**src/rtl/seg_scan_ctrl.sv**
```systemverilog
// Multiplexed scan controller for a common-anode seven-segment display.
// Double-buffered digit data is swapped into the active set only at frame boundaries.
module seg_scan_ctrl #(
  parameter int unsigned NUM_DIGITS   = 4,
  parameter int unsigned SHOW_CYCLES  = 50000,
  parameter int unsigned BLANK_CYCLES = 2
) (
  input  logic                    clk,
  input  logic                    rst,
  input  logic                    enable,
  input  logic                    load,
  input  logic [4*NUM_DIGITS-1:0] data_in,
  input  logic [NUM_DIGITS-1:0]   dp_in,
  input  logic [NUM_DIGITS-1:0]   blank_in,
  output logic [3:0]              dig_code,
  output logic [NUM_DIGITS-1:0]   an_n,
  output logic                    dp_n,
  output logic                    load_ack,
  output logic                    frame_tick
);

  localparam int unsigned MAX_CYC = (SHOW_CYCLES > BLANK_CYCLES) ? SHOW_CYCLES : BLANK_CYCLES;
  localparam int unsigned TW      = $clog2(MAX_CYC + 1);
  localparam int unsigned IW      = $clog2(NUM_DIGITS);

  typedef enum logic [1:0] {
    ST_IDLE,
    ST_BLANK,
    ST_SHOW
  } state_t;

  state_t                  r_state;
  logic [IW-1:0]           r_idx;
  logic [TW-1:0]           r_tmr;
  logic [4*NUM_DIGITS-1:0] r_sh_data, r_ac_data;
  logic [NUM_DIGITS-1:0]   r_sh_dp, r_ac_dp;
  logic [NUM_DIGITS-1:0]   r_sh_blank, r_ac_blank;
  logic                    r_pend;

  logic [3:0]              r_dig;
  logic [NUM_DIGITS-1:0]   r_an;
  logic                    r_dp;
  logic                    r_ack;
  logic                    r_tick;

  state_t                  w_state_nx;
  logic [IW-1:0]           w_idx_nx;
  logic [TW-1:0]           w_tmr_nx;
  logic                    w_xfer;
  logic                    w_tick_nx;
  logic [4*NUM_DIGITS-1:0] w_ac_data_nx;
  logic [NUM_DIGITS-1:0]   w_ac_dp_nx;
  logic [NUM_DIGITS-1:0]   w_ac_blank_nx;
  logic [3:0]              w_dig_nx;
  logic [NUM_DIGITS-1:0]   w_an_nx;
  logic                    w_dp_nx;

  always_comb begin
    w_state_nx = r_state;
    w_idx_nx   = r_idx;
    w_tmr_nx   = r_tmr;
    w_xfer     = 1'b0;
    w_tick_nx  = 1'b0;
    case (r_state)
      ST_IDLE: begin
        if (enable) begin
          w_state_nx = ST_BLANK;
          w_idx_nx   = '0;
          w_tmr_nx   = '0;
          w_xfer     = r_pend;
        end
      end
      ST_BLANK: begin
        if (!enable) begin
          w_state_nx = ST_IDLE;
          w_idx_nx   = '0;
          w_tmr_nx   = '0;
        end else if (r_tmr == TW'(BLANK_CYCLES - 1)) begin
          w_state_nx = ST_SHOW;
          w_tmr_nx   = '0;
        end else begin
          w_tmr_nx = r_tmr + TW'(1);
        end
      end
      ST_SHOW: begin
        if (!enable) begin
          w_state_nx = ST_IDLE;
          w_idx_nx   = '0;
          w_tmr_nx   = '0;
        end else if (r_tmr == TW'(SHOW_CYCLES - 1)) begin
          w_state_nx = ST_BLANK;
          w_tmr_nx   = '0;
          if (r_idx == IW'(NUM_DIGITS - 1)) begin
            w_idx_nx  = '0;
            w_tick_nx = 1'b1;
            w_xfer    = r_pend;
          end else begin
            w_idx_nx = r_idx + IW'(1);
          end
        end else begin
          w_tmr_nx = r_tmr + TW'(1);
        end
      end
      default: begin
        w_state_nx = ST_IDLE;
        w_idx_nx   = '0;
        w_tmr_nx   = '0;
      end
    endcase
  end

  // Outputs are decoded from the post-edge state and data so they register alongside it.
  always_comb begin
    w_ac_data_nx  = w_xfer ? r_sh_data  : r_ac_data;
    w_ac_dp_nx    = w_xfer ? r_sh_dp    : r_ac_dp;
    w_ac_blank_nx = w_xfer ? r_sh_blank : r_ac_blank;
    w_dig_nx      = w_ac_data_nx[{w_idx_nx, 2'b00} +: 4];
    w_an_nx       = '1;
    w_dp_nx       = 1'b1;
    if (w_state_nx == ST_SHOW) begin
      w_dp_nx = ~w_ac_dp_nx[w_idx_nx];
      if (!w_ac_blank_nx[w_idx_nx]) begin
        w_an_nx[w_idx_nx] = 1'b0;
      end
    end
  end

  always_ff @(posedge clk or posedge rst) begin
    if (rst) begin
      r_state    <= ST_IDLE;
      r_idx      <= '0;
      r_tmr      <= '0;
      r_sh_data  <= '0;
      r_sh_dp    <= '0;
      r_sh_blank <= '0;
      r_ac_data  <= '0;
      r_ac_dp    <= '0;
      r_ac_blank <= '0;
      r_pend     <= 1'b0;
      r_dig      <= '0;
      r_an       <= '1;
      r_dp       <= 1'b1;
      r_ack      <= 1'b0;
      r_tick     <= 1'b0;
    end else begin
      r_state    <= w_state_nx;
      r_idx      <= w_idx_nx;
      r_tmr      <= w_tmr_nx;
      r_ac_data  <= w_ac_data_nx;
      r_ac_dp    <= w_ac_dp_nx;
      r_ac_blank <= w_ac_blank_nx;
      // A load coinciding with a transfer refills the shadow and keeps it pending.
      if (load) begin
        r_sh_data  <= data_in;
        r_sh_dp    <= dp_in;
        r_sh_blank <= blank_in;
        r_pend     <= 1'b1;
      end else if (w_xfer) begin
        r_pend <= 1'b0;
      end
      r_dig  <= w_dig_nx;
      r_an   <= w_an_nx;
      r_dp   <= w_dp_nx;
      r_ack  <= w_xfer;
      r_tick <= w_tick_nx;
    end
  end

  assign dig_code   = r_dig;
  assign an_n       = r_an;
  assign dp_n       = r_dp;
  assign load_ack   = r_ack;
  assign frame_tick = r_tick;

endmodule

```
**config.mk**
```make
export PLATFORM = sky130hd
export DESIGN_NAME = seg_scan_ctrl
export DESIGN_NICKNAME = d
export VERILOG_FILES = /design/src/rtl/seg_scan_ctrl.sv
export SDC_FILE = /design/constraint.sdc
export NUM_CORES = 1
export LEC_CHECK = 0
export BUFFER_PORTS_ARGS = -buffer_cell sky130_fd_sc_hd__clkbuf_2
export CAP_MARGIN = 20
export CORE_MARGIN = 1
export CORE_UTILIZATION = 50
export DETAILED_ROUTE_END_ITERATION = 8
export MAX_ROUTING_LAYER = met4
export PLACE_DENSITY = 0.72
export SLEW_MARGIN = 40
export SYNTH_ARGS = -nofsm -noshare
export SYNTH_HDL_FRONTEND = slang
export SYNTH_SLANG_ARGS = --single-unit
```
**constraint.sdc**
```tcl
create_clock -name clk -period 3.25 [get_ports clk]
set_input_delay 0.1625 -clock clk [delete_from_list [all_inputs] [get_ports clk]]
set_output_delay 0.1625 -clock clk [all_outputs]
set_load 0.01 [all_outputs]
```
Word-level counts from Yosys, hierarchy flattened
Index checks and enable logic that the tools add are counted.
{"block": "word_totals", "reg_bits": 80, "in_bits": 28, "output_inout_bits": 11, "wordCells": 73}
{"block": "op_classes", "n_addsub": 2, "n_lt_le_gt_ge": 2, "eq_ne": 7, "shifts": 1, "mux": 41, "bitwise_logic": 2, "reduce_logical": 3}
{"op": "$mux 16", "count": 6}
{"op": "$pmux 16 s3", "count": 1}
{"op": "$mux 2", "count": 10}
{"op": "$add 16x1->16 const B", "count": 1}
{"op": "$eq 16x1->1 const B", "count": 1}
{"op": "$eq 16x16->1 const B", "count": 1}
{"op": "$mux 4", "count": 4}
{"op": "$shiftx 16x5->4", "count": 1}
{"op": "$mux 1", "count": 14}
{"op": "$pmux 2 s3", "count": 2}
{"op": "$eq 2x2->1 const B", "count": 3}
{"op": "$bmux 1 s2", "count": 2}
{"op": "$not 4->4", "count": 1}
{"op": "$lt 2x3->1 const B", "count": 1}
{"op": "$add 2x1->2 const B", "count": 1}
{"op": "$demux 1 s2", "count": 1}
{"op": "$eq 2x1->1 const B", "count": 1}
{"op": "$ge 2x1->1 const B", "count": 1}
{"op": "$logic_not 2->1", "count": 1}
{"op": "$ne 2x2->1 const B", "count": 1}
{"op": "$pmux 1 s2", "count": 1}
{"op": "$reduce_bool 2->1", "count": 1}
{"op": "$logic_and 1x1->1", "count": 1}
{"op": "$not 1->1", "count": 1}

Longest topological paths before layout
Gate-level depths: netlist of the first run.
{"block": "depth", "ltp_word": 12, "depth_mapped": 10, "mapped_depth_nobuf": 8}

Worst setup path before layout of the first run
OpenSTA, ideal clock, no wires.
{"block": "synth_timing", "path_type": "flip-flop to flip-flop", "from": "register r_tmr[1]", "to": "register r_an[1] (netlist: an_n[1])", "setup_ps": 92, "t_arrival_ps": 2699, "required_ps": 3158, "slack_ps": 459, "stages_incl_launch_ff": 9, "path_buffers": 0, "synth_period_minus_slack_ps": 2791, "path_cell_list": "dfrtp_1 > inv_1 > ha_1 > or4b_2 > or4_1 > a31oi_1 > o21ai_0 > nor4_1 > or3b_2"}
{"block": "synth_via", "elab_chain_len": 11, "word_cells_on_any_way": 25, "cone_classes": "order compare (2); eq/ne (3); mux (18); bitwise (1); reduce/logical (1)"}
{"item": "start: declaration", "line": "34", "source": "logic [TW-1:0] r_tmr;"}
{"item": "start signal: assignment", "line": "148", "source": "r_tmr <= w_tmr_nx;"}
{"item": "$eq 16x16->1", "line": "90", "source": "end else if (r_tmr == TW'(SHOW_CYCLES - 1)) begin"}
{"item": "$mux 2", "line": "90"}
{"item": "$mux 2", "line": "86", "source": "if (!enable) begin"}
{"item": "$pmux 2 s3", "line": "64", "source": "case (r_state)"}
{"item": "$lt 2x3->1 (implied by the code) or $ge 2x1->1 (tied branches)", "line": "123", "source": "w_an_nx[w_idx_nx] = 1'b0;"}
{"item": "$logic_and 1x1->1 (implied by the code)", "line": "123"}
{"item": "$mux 1 (implied by the code)", "line": "123"}
{"item": "$demux 1 s2", "line": "123"}
{"item": "$not 4->4 (no source line)"}
{"item": "$mux 4", "line": "122", "source": "if (!w_ac_blank_nx[w_idx_nx]) begin"}
{"item": "$mux 4 *", "line": "120", "source": "if (w_state_nx == ST_SHOW) begin"}
{"item": "via w_an_nx[1]", "line": "55", "source": "logic [NUM_DIGITS-1:0] w_an_nx;"}
{"item": "end signal: assignment", "line": "162", "source": "r_an <= w_an_nx;"}
{"item": "end: declaration", "line": "41", "source": "logic [NUM_DIGITS-1:0] r_an;"}
The timed path passes the listed nets; every way through them passes the cells marked *. The select of a mux whose other input is x is not followed.
A chain may end at the register's enable or synchronous reset.

Worst setup path in the final report of the first run
{"block": "layout_timing", "from": "register r_tmr[13]", "to": "register r_an[3] (netlist: an_n[3])"}
{"block": "layout_via", "word_cells_on_any_way": 25, "cone_classes": "order compare (2); eq/ne (3); mux (18); bitwise (1); reduce/logical (1)"}
{"item": "$eq 16x16->1", "line": "90"}
{"item": "$mux 1", "line": "90"}
{"item": "$mux 1", "line": "86"}
{"item": "$pmux 1 s2", "line": "64"}
{"item": "$mux 4", "line": "116", "source": "w_ac_blank_nx = w_xfer ? r_sh_blank : r_ac_blank;"}
{"item": "via w_ac_blank_nx[3]", "line": "53", "source": "logic [NUM_DIGITS-1:0] w_ac_blank_nx;"}
{"item": "$bmux 1 s2", "line": "122"}
{"item": "$mux 1 (implied by the code)", "line": "122"}
{"item": "$mux 4", "line": "122"}
{"item": "$mux 4", "line": "120"}
{"item": "via w_an_nx[3]", "line": "55"}
The timed path passes the listed nets, and every way through them passes these cells. The select of a mux whose other input is x is not followed.

==> results.toml, run 1 <==
[run_status]
status = "finished, final reports clean"

[power]
p_leak_nw = 1.99
power.density_nw_per_um2 = 657
ir_worst_vdd_uv = 384

[synth]
netlist_area_sq_um = 3860
synth_top_flop_cell = "dfrtp_1"
synthTopCellsByArea = "dfrtp_1, mux2_2, dfstp_2"
synthTopCellsByCount = "dfrtp_1, o21ai_0, nand2_1, mux2_2"
syn_area_per_cell_sq_um = 10.8
netlist_instances = 358
yosysUniqueCellTypes = 55
postSynthRegisterBits = 80
seq_area_frac_synth = 0.520
synth_edf_count = 0
synth_top_area_frac = 0.486
synthMostInstantiatedCell = "dfrtp_1"
async_flop_share = 1.00
yosys.area.top_type = "dfrtp_1"
synth_nets = 393
yosysWarnings = 0

[floorplanning]
rows = 31
initial_core_util = 0.524
die_h_um = 89.9
core_sq_um = 7370
die_area_sq_um = 8080
io_pins = 39
die_x_um = 89.9

[timing]
setup_tns_ns = 0
hold_viol_final = 0
finalMaxSlewViolations = 0
fin_hold_ws_ns = 0.0166
max_freq_ghz = 0.330
worst_slew_pin_slew_ns = 0.765
relSlewSlack = 0.489
period_share = 0.933
fin_skew_ns = 0.0125
setup_violations = 0
min_period_ns = 3.03
rsz0062_at_grt = "false"

[setup_path]
cp_data_required_time_ns = 3.52
crit_chain = "or4_4, or4_1, o21ai_4, nand2_2, mux2_4, or4b_1"
cpMaxStageDelayCell = "or4_1"
slowest_delay_ns = 0.67
cp-start-kind = "flop"
cp-end-kind = "flop"
cp_max_fo = 7
worstPathArrival_ns = 3.30
path_class = "reg2reg"

[global_routing]
grt_overflow = 0
grt_pass1_vias = 2883
grt.total_usage = 0.231
antenna_found_initial = 0
grt_max_degree = 40
grt_pass1_wl_um = 14200

[cells_and_area]
final_layout_size_suffix_gt1_frac = 0.255
area_delta_synth_final_pct = 12.6
diodes = 0
nNetsFinal = 435

[clock_network]
htree_levels = 3
clockRootBuffer = "clkbuf_8"
clk_pin_slew_worst_paths_ns = 0.08
hold_buffers = 1
cts.repair.resized = 0
clock_latency_ns = 0.35
cts_setup_buffers = 0
cts_made_buffers = 9
cts.sinks = 80
cts_tree = "yes"
clock_path_buffers = 2

[placement]
gp_congestion = 0.862
portBuffers = 38
dp_hpwl_um = 5840

[drt]
vias_per_cell = 5.78
dr.pass1.iters = 4
drt_iter0_markers = 119
vias = 2907
ant_nets = 0
routed_wl_um = 8540
drcViolationCount = 0
post_drt_wl_per_cell_um = 17.0

[min_path]
hold_class = "in2reg"

[flow_run]
max_cap_violations = 0
[layout by cell type, fill, tap and decap left out, types with 5 or more instances in the layout]
| cell | count |
|---|---|
| clkbuf_8 | 10 |
| ha_1 | 7 |
| nor3_1 | 8 |
| inv_1 | 17 |
| mux2_2 | 21 |
| nand2_1 | 22 |
| dfstp_2 | 5 |
| nand4_1 | 15 |
| nor2_1 | 7 |
| a21boi_0 | 5 |
| nand3_1 | 18 |
| o211ai_1 | 14 |
| a21oi_1 | 5 |
| a22oi_1 | 11 |
| mux2i_1 | 10 |
| o21ai_0 | 25 |
| buf_4 | 11 |
| clkbuf_2 | 38 |
| and3_1 | 9 |
| dfrtp_1 | 75 |
| and2_1 | 5 |
[registers in the layout, summed over array words and instances, names as in the netlist]
name and count:
an_n 4, dig_code 4, dp_n 1, frame_tick 1, load_ack 1, r_ac_blank 4
r_ac_data 16, r_ac_dp 4, r_idx 2, r_pend 1, r_sh_blank 4, r_sh_data 16
r_sh_dp 4, r_state 2, r_tmr 16
[where the power goes]
| part | internal [mW] | total, mW | switching [mW] |
|---|---|---|---|
| Clock | 0.294 | 0.633 | 0.340 |
| Sequential | 1.22 | 1.33 | 0.106 |
| Combinational | 0.382 | 0.896 | 0.514 |
[stage by stage]
step / area [sq um] / worst slack [ns] / total power [mW] / util / instances
final: 4350 / 0.217 / 2.86 / 0.590 / 503
after global routing: 4350 / 0.0643 / 3.03 / 0.590 / 503
after CTS: 4350 / 0.226 / 2.87 / 0.590 / 503
after detailed placement: 4180 / 0.250 / 2.23 / 0.567 / 487
after global placement: 4180 / 0.271 / 2.19 / 0.567 / 487
after floorplan: 3860 / 0.459 / 1.98 / - / 358
[critical path, delay by kind of cell, from the launching register on]
family | cells | cell delay, ns
compound gates | 1 | 0.27
flops | 1 | 0.43
mux | 1 | 0.37
simple gates | 4 | 1.89
[kinds of logic after synthesis]
family / after synthesis / share of synthesized area
xor+xnor: 2 / 0.00454
simple gates: 117 / 0.174
mux: 33 / 0.0949
fa+ha+maj: 7 / 0.0227
flops: 80 / 0.520
buf+inv: 37 / 0.0392
compound gates: 82 / 0.145
[path summary, 6_finish.rpt]
path / start / to / slack, ns / cells after the start
worst max-delay path: r_tmr[13]$_DFFE_PP0P_ / an_n[3]$_DFF_PP1_ / 0.22 / 6
worst min-delay path: data_in[6] / r_sh_data[6]$_DFFE_PP0P_ / 0.02 / 3
worst max register to register: r_tmr[13]$_DFFE_PP0P_ / an_n[3]$_DFF_PP1_ / 0.22 / 6
worst min register to register: r_ac_data[0]$_DFF_PP0_ / r_ac_data[0]$_DFF_PP0_ / 0.49 / 2
max in group asynchronous: rst / r_tmr[1]$_DFFE_PP0P_ / 2.06 / 4
min in group asynchronous: rst / r_ac_data[8]$_DFF_PP0_ / 0.42 / 3
[metal layers]
metal / vias up / routed length [um] / GRT usage
met5: - / 0 / -
met4: 0 / 80 / 0.0685
met3: 11 / 345 / 0.0584
met2: 67 / 4080 / 0.355
met1: 1429 / 4030 / 0.304
li1: 1400 / - / -
[area by class of cell]
| type | instances | area, sq um |
|---|---|---|
| Fill cell | 650 | 3020 |
| Sequential cell | 80 | 2010 |
| Multi-Input combinational cell | 241 | 1700 |
| Timing Repair Buffer | 50 | 283 |
| Clock buffer | 12 | 145 |
| Tap cell | 99 | 124 |
| Inverter | 18 | 68.8 |
| Clock inverter | 3 | 18.8 |
No activity file was read; power rests on OpenSTA's default activity.
==> run 2, diff against run 1 <==
Clock period 3.25 ns to 3.37 ns, I/O delays scaled along.
==> run 2 against run 1 <==
Register-to-register slack improved by 0.07 ns. Worst hold slack got worse by 0.0022 ns. Via count rose by 1.4%. Clock power rose by 15%. Worst setup slack improved by 0.073 ns. Sequential cell count did not move. Maximum frequency fell by 1.5%. Clock skew fell by 0.0057 ns. Highest routed layer unchanged.
==> results.toml, run 2 (synthesis gave the netlist of run 1 again) <==
[power]
p_clk_frac = 0.255
p_comb_frac = 0.296
ir_worst_vdd_uv = 345
power_frac_seq = 0.449
sw_frac_of_total = 0.334
power.density_nw_per_um2 = 651
p_int_mw = 1.90
p_switching_uw = 952
p_leak_nw = 1.99

[clock_network]
clk_pin_slew_worst_paths_ns = 0.08
clockRootBuffer = "clkbuf_8"
clock_path_buffers = 2
htree_levels = 3
cts_tree = "yes"
cts.repair.resized = 0
cts_made_buffers = 9
cts.sinks = 80
hold_buffers = 1
clock_latency_ns = 0.36
cts_setup_buffers = 0

[drt]
drcViolationCount = 0
routed_wl_um = 8250
vias = 2947
drt_iter0_markers = 129
post_drt_wl_per_cell_um = 16.5
ant_nets = 0
vias_per_cell = 5.88
dr.pass1.iters = 4

[setup_path]
cp-start-kind = "flop"
timing.rr.start = "r_tmr[13]$_DFFE_PP0P_"
cp_data_required_time_ns = 3.62
rr_worst_depth = 7
rr_endpoint = "r_tmr[9]$_DFFE_PP0P_"
ff2ff_setup_slack_ns = 0.29
path_class = "reg2reg"
cp_max_fo = 12
worstPathArrival_ns = 3.33
cp-end-kind = "flop"

[cells_and_area]
area_delta_synth_final_pct = 13.2
final_layout_size_suffix_gt1_frac = 0.256
multi_input_area_sq_um = 1700
nNetsFinal = 432
regArea_sq_um = 2010
n_fill_cell = 632
diodes = 0
final_cell_mix = "dfrtp_1, clkbuf_2, o21ai_0"
utilization = 0.593
largestRegisters = "r_ac_data (16), r_sh_data (16), r_tmr (16)"
layout_commonest_cell = "dfrtp_1"

[floorplanning]
die_x_um = 89.9
io_pins = 39
initial_core_util = 0.524
core_sq_um = 7370
rows = 31
die_area_sq_um = 8080
die_h_um = 89.9

[min_path]
min_path_cells = 3
worstHoldStart = "dp_in[1]"
hold_class = "in2reg"
min_to = "r_sh_dp[1]$_DFFE_PP0P_"

[flow_run]
max_cap_violations = 0

[timing]
hold_viol_final = 0
period_share = 0.914
rsz0062_at_grt = "false"
fin_skew_ns = 0.00681
max_freq_ghz = 0.325
worst_slew_pin_slew_ns = 0.731
relSlewSlack = 0.511
finalMaxSlewViolations = 0
min_period_ns = 3.08
setup_violations = 0
setup_tns_ns = 0

[run_status]
status = "finished, final reports clean"

[placement]
portBuffers = 38
dp_hpwl_um = 5550
gp_congestion = 0.867

[global_routing]
grt.total_usage = 0.228
grt_max_degree = 57
antenna_found_initial = 0
grt_overflow = 0
grt_pass1_vias = 2967
grt_pass1_wl_um = 14200
run 2: cell types whose count changed in the layout (fill, tap and decap cells not counted):
cell / before / now
buf_4: 11 / 8
clkbuf_1: 2 / 0
clkinv_2: 3 / 1
clkinvlp_4: 0 / 2
bufinv_16: 0 / 1
clkinv_4: 1 / 2
inv_6: 0 / 1
run 2: worst max-delay path by stage:
| stage | end | slack, ns | from | depth (start not counted) |
|---|---|---|---|---|
| finish | r_tmr[9]$_DFFE_PP0P_ | 0.29 | r_tmr[13]$_DFFE_PP0P_ | 7 |
| global route | r_tmr[9]$_DFFE_PP0P_ | 0.1 | r_tmr[1]$_DFFE_PP0P_ | 9 |
| CTS | r_tmr[9]$_DFFE_PP0P_ | 0.32 | r_tmr[13]$_DFFE_PP0P_ | 7 |
| detailed placement | an_n[3]$_DFF_PP1_ | 0.34 | r_tmr[13]$_DFFE_PP0P_ | 6 |
| global placement | an_n[3]$_DFF_PP1_ | 0.40 | r_tmr[13]$_DFFE_PP0P_ | 6 |
| floorplan | an_n[1]$_DFF_PP1_ | 0.58 | r_tmr[1]$_DFFE_PP0P_ | 8 |
run 2: cell type report:
cell class | count | area share
multi-input cells | 241 | 0.389
inverters | 18 | 0.0166
repair buffers | 47 | 0.0595
clock buffers | 10 | 0.0315
flip-flops and latches | 80 | 0.459
clock inverters | 6 | 0.0155
well taps | 99 | 0.0283
run 2: worst max-delay path, stage by stage (launching register included):
cell and delay (ns):
dfrtp_1 0.43, or4_4 0.58, or4_1 0.69, a22oi_1 0.45
or2_0 0.26, buf_4 0.21, o21ai_0 0.11, a22o_1 0.24
run 2: power by group through the flow:
stage	logic [mW]	registers [mW]	clock network, mW
6_report	0.843	1.28	0.725
5_1_grt	0.942	1.30	0.779
4_1_cts	0.844	1.28	0.742
3_5_place_dp	0.839	1.29	0
3_3_place_gp	0.804	1.28	0
2_1_floorplan	0.626	1.28	0
run 2: routing by layer:
| layer | GRT usage | up-vias | part of all wire |
|---|---|---|---|
| li1 | - | 1399 | - |
| met3 | 0.0474 | 10 | 0.042 |
| met2 | 0.356 | 65 | 0.49 |
| met4 | 0.0874 | 0 | 0.013 |
| met1 | 0.293 | 1473 | 0.46 |
| met5 | - | - | 0 |
run 2: per-stage QoR:
| step | hold WS (ns) | instances | worst slack [ns] | total power, mW | instance area, sq um |
|---|---|---|---|---|---|
| 2_1_floorplan | 0.289 | 358 | 0.579 | 1.91 | 3860 |
| 3_3_place_gp | 0.379 | 484 | 0.403 | 2.09 | 4150 |
| 3_5_place_dp | 0.232 | 484 | 0.338 | 2.13 | 4160 |
| 4_1_cts | 0.00543 | 501 | 0.321 | 2.86 | 4370 |
| 5_1_grt | 0.0224 | 501 | 0.0959 | 3.02 | 4370 |
| 6_report | 0.0144 | 501 | 0.290 | 2.85 | 4370 |
==> run 3, diff against run 2 <==
Clock period 3.37 ns to 3.29 ns, I/O delays scaled along.
==> run 3 against run 2 <==
Die area unchanged. Highest routed layer unchanged. Global-route usage up 0.34 points. Critical endpoint is now an_n[3]$_DFF_PP1_. Largest cell class unchanged. Worst setup slack worse by 0.041 ns.
==> results.toml, run 3 (synthesis gave the netlist of run 1 again) <==
[run_status]
status = "finished, final reports clean"

[cells_and_area]
largestRegisters = "r_ac_data (16), r_sh_data (16), r_tmr (16)"
diodes = 0
utilization = 0.593
multi_input_area_sq_um = 1700
final_cell_mix = "dfrtp_1, clkbuf_2, o21ai_0"
nNetsFinal = 434
final_layout_size_suffix_gt1_frac = 0.260
n_fill_cell = 633
design_area_sq_um = 4370
fin_cells = 503
area_delta_synth_final_pct = 13.1
regArea_sq_um = 2010
layout_commonest_cell = "dfrtp_1"

[global_routing]
antenna_found_initial = 0
grt_overflow = 0
grt_pass1_wl_um = 14400
grt.total_usage = 0.231
grt_pass1_vias = 2957
grt_max_degree = 35

[setup_path]
crit_chain = "or4_4, or4_1, o21ai_4, nand2_2, mux2_4, or4b_1"
cp_top_family = "simple AND/OR/NAND/NOR gates"
ff2ff_setup_slack_ns = 0.25
timing.rr.start = "r_tmr[13]$_DFFE_PP0P_"
cp_max_fo = 6
cp_data_required_time_ns = 3.56
path_class = "reg2reg"
cpMaxStageDelayCell = "or4_1"
slowest_delay_ns = 0.70
worstPathArrival_ns = 3.31
rr_worst_depth = 6
rr_endpoint = "an_n[3]$_DFF_PP1_"
cp_num_buf_inv = 0
cp-end-kind = "flop"
cp-start-kind = "flop"

[power]
p_clk_frac = 0.239
p_switching_uw = 998
p_int_mw = 1.89
finalPower_mw = 2.88
p_leak_nw = 1.99
power.density_nw_per_um2 = 660
ir_worst_vdd_uv = 402
sw_frac_of_total = 0.346
p_comb_frac = 0.306
power_frac_seq = 0.454

[floorplanning]
core_sq_um = 7370
die_area_sq_um = 8080
die_h_um = 89.9
io_pins = 39
initial_core_util = 0.524
die_x_um = 89.9
rows = 31

[clock_network]
cts.sinks = 80
htree_levels = 3
cts_tree = "yes"
clockRootBuffer = "clkbuf_8"
cts_setup_buffers = 0
cts_made_buffers = 9
clock_latency_ns = 0.36
clock_path_buffers = 2
clk_pin_slew_worst_paths_ns = 0.09

[timing]
setup_tns_ns = 0
worst_slew_pin_slew_ns = 0.730
hold_viol_final = 0
min_period_ns = 3.04
fin_skew_ns = 0.0150
rsz0062_at_grt = "false"
finalMaxSlewViolations = 0
relSlewSlack = 0.513
setup_violations = 0
fin_hold_ws_ns = 0.00641
period_share = 0.924
fin_ws_ns = 0.249
max_freq_ghz = 0.329

[min_path]
min_to = "r_sh_data[7]$_DFFE_PP0P_"
min_path_cells = 3
worstHoldStart = "data_in[7]"
hold_class = "in2reg"

[drt]
vias = 2994
drt_iter0_markers = 168
routed_wl_um = 8360
vias_per_cell = 5.95
post_drt_wl_per_cell_um = 16.6
ant_nets = 0
dr.pass1.iters = 4
drcViolationCount = 0

[placement]
gp_congestion = 0.870
place_ws_ns = 0.272
dp.cells = 486
placed_cell_area_sq_um = 4170
portBuffers = 38
dp_hpwl_um = 5670

[flow_run]
max_cap_violations = 0
-- run 3: changes by cell type in the layout (fill, tap and decap cells not counted), sizes merged --
cell | before | now
clkinvlp | 2 | 3
buf | 8 | 10
inv | 18 | 19
clkinv | 3 | 2
bufinv | 1 | 0
-- run 3: worst max path at each step --
stage,from,endpoint,slack [ns],cells past startpoint
after floorplan,r_tmr[1]$_DFFE_PP0P_,an_n[1]$_DFF_PP1_,0.50,8
after global placement,r_tmr[13]$_DFFE_PP0P_,an_n[3]$_DFF_PP1_,0.33,6
after detailed placement,r_tmr[13]$_DFFE_PP0P_,an_n[3]$_DFF_PP1_,0.27,6
after CTS,r_tmr[13]$_DFFE_PP0P_,an_n[3]$_DFF_PP1_,0.26,6
after global routing,r_tmr[13]$_DFFE_PP0P_,an_n[3]$_DFF_PP1_,0.17,6
final,r_tmr[13]$_DFFE_PP0P_,an_n[3]$_DFF_PP1_,0.25,6
-- run 3: worst reg2reg max path, delay by kind of cell, from the launching register on --
family | cells | cell delay (ns)
AOI/OAI and AO/OA | 1 | 0.27
DFF | 1 | 0.42
muxes | 1 | 0.35
and+or+nand+nor | 4 | 1.92
-- run 3: power groups by stage --
stage / logic, mW / registers [mW] / clock network [mW]
3_5_place_dp: 0.871 / 1.33 / 0
6_report: 0.884 / 1.31 / 0.690
4_1_cts: 0.880 / 1.31 / 0.704
3_3_place_gp: 0.843 / 1.32 / 0
2_1_floorplan: 0.641 / 1.31 / 0
5_1_grt: 0.989 / 1.33 / 0.744
-- run 3: area by class of cell --
| cell class | instances | share of cell area |
|---|---|---|
| clock buffer | 10 | 0.0315 |
| clock inverter | 6 | 0.0117 |
| inverter | 18 | 0.0158 |
| multi-input combinational | 241 | 0.390 |
| sequential | 80 | 0.460 |
| tap | 99 | 0.0284 |
| timing repair buffer | 49 | 0.0630 |
-- run 3: what timing repair did --
action,CTS,global route
hold endpoints to repair,23,0
hold buffers,1,0
resized for setup,0,0
-- run 3: per-layer routing --
| metal | global-route usage | wire [um] | share of wire |
|---|---|---|---|
| met3 | 0.0415 | 243 | 0.029 |
| met2 | 0.345 | 3910 | 0.47 |
| met5 | - | 0 | 0 |
| met1 | 0.313 | 4070 | 0.49 |
| met4 | 0.0968 | 131 | 0.016 |
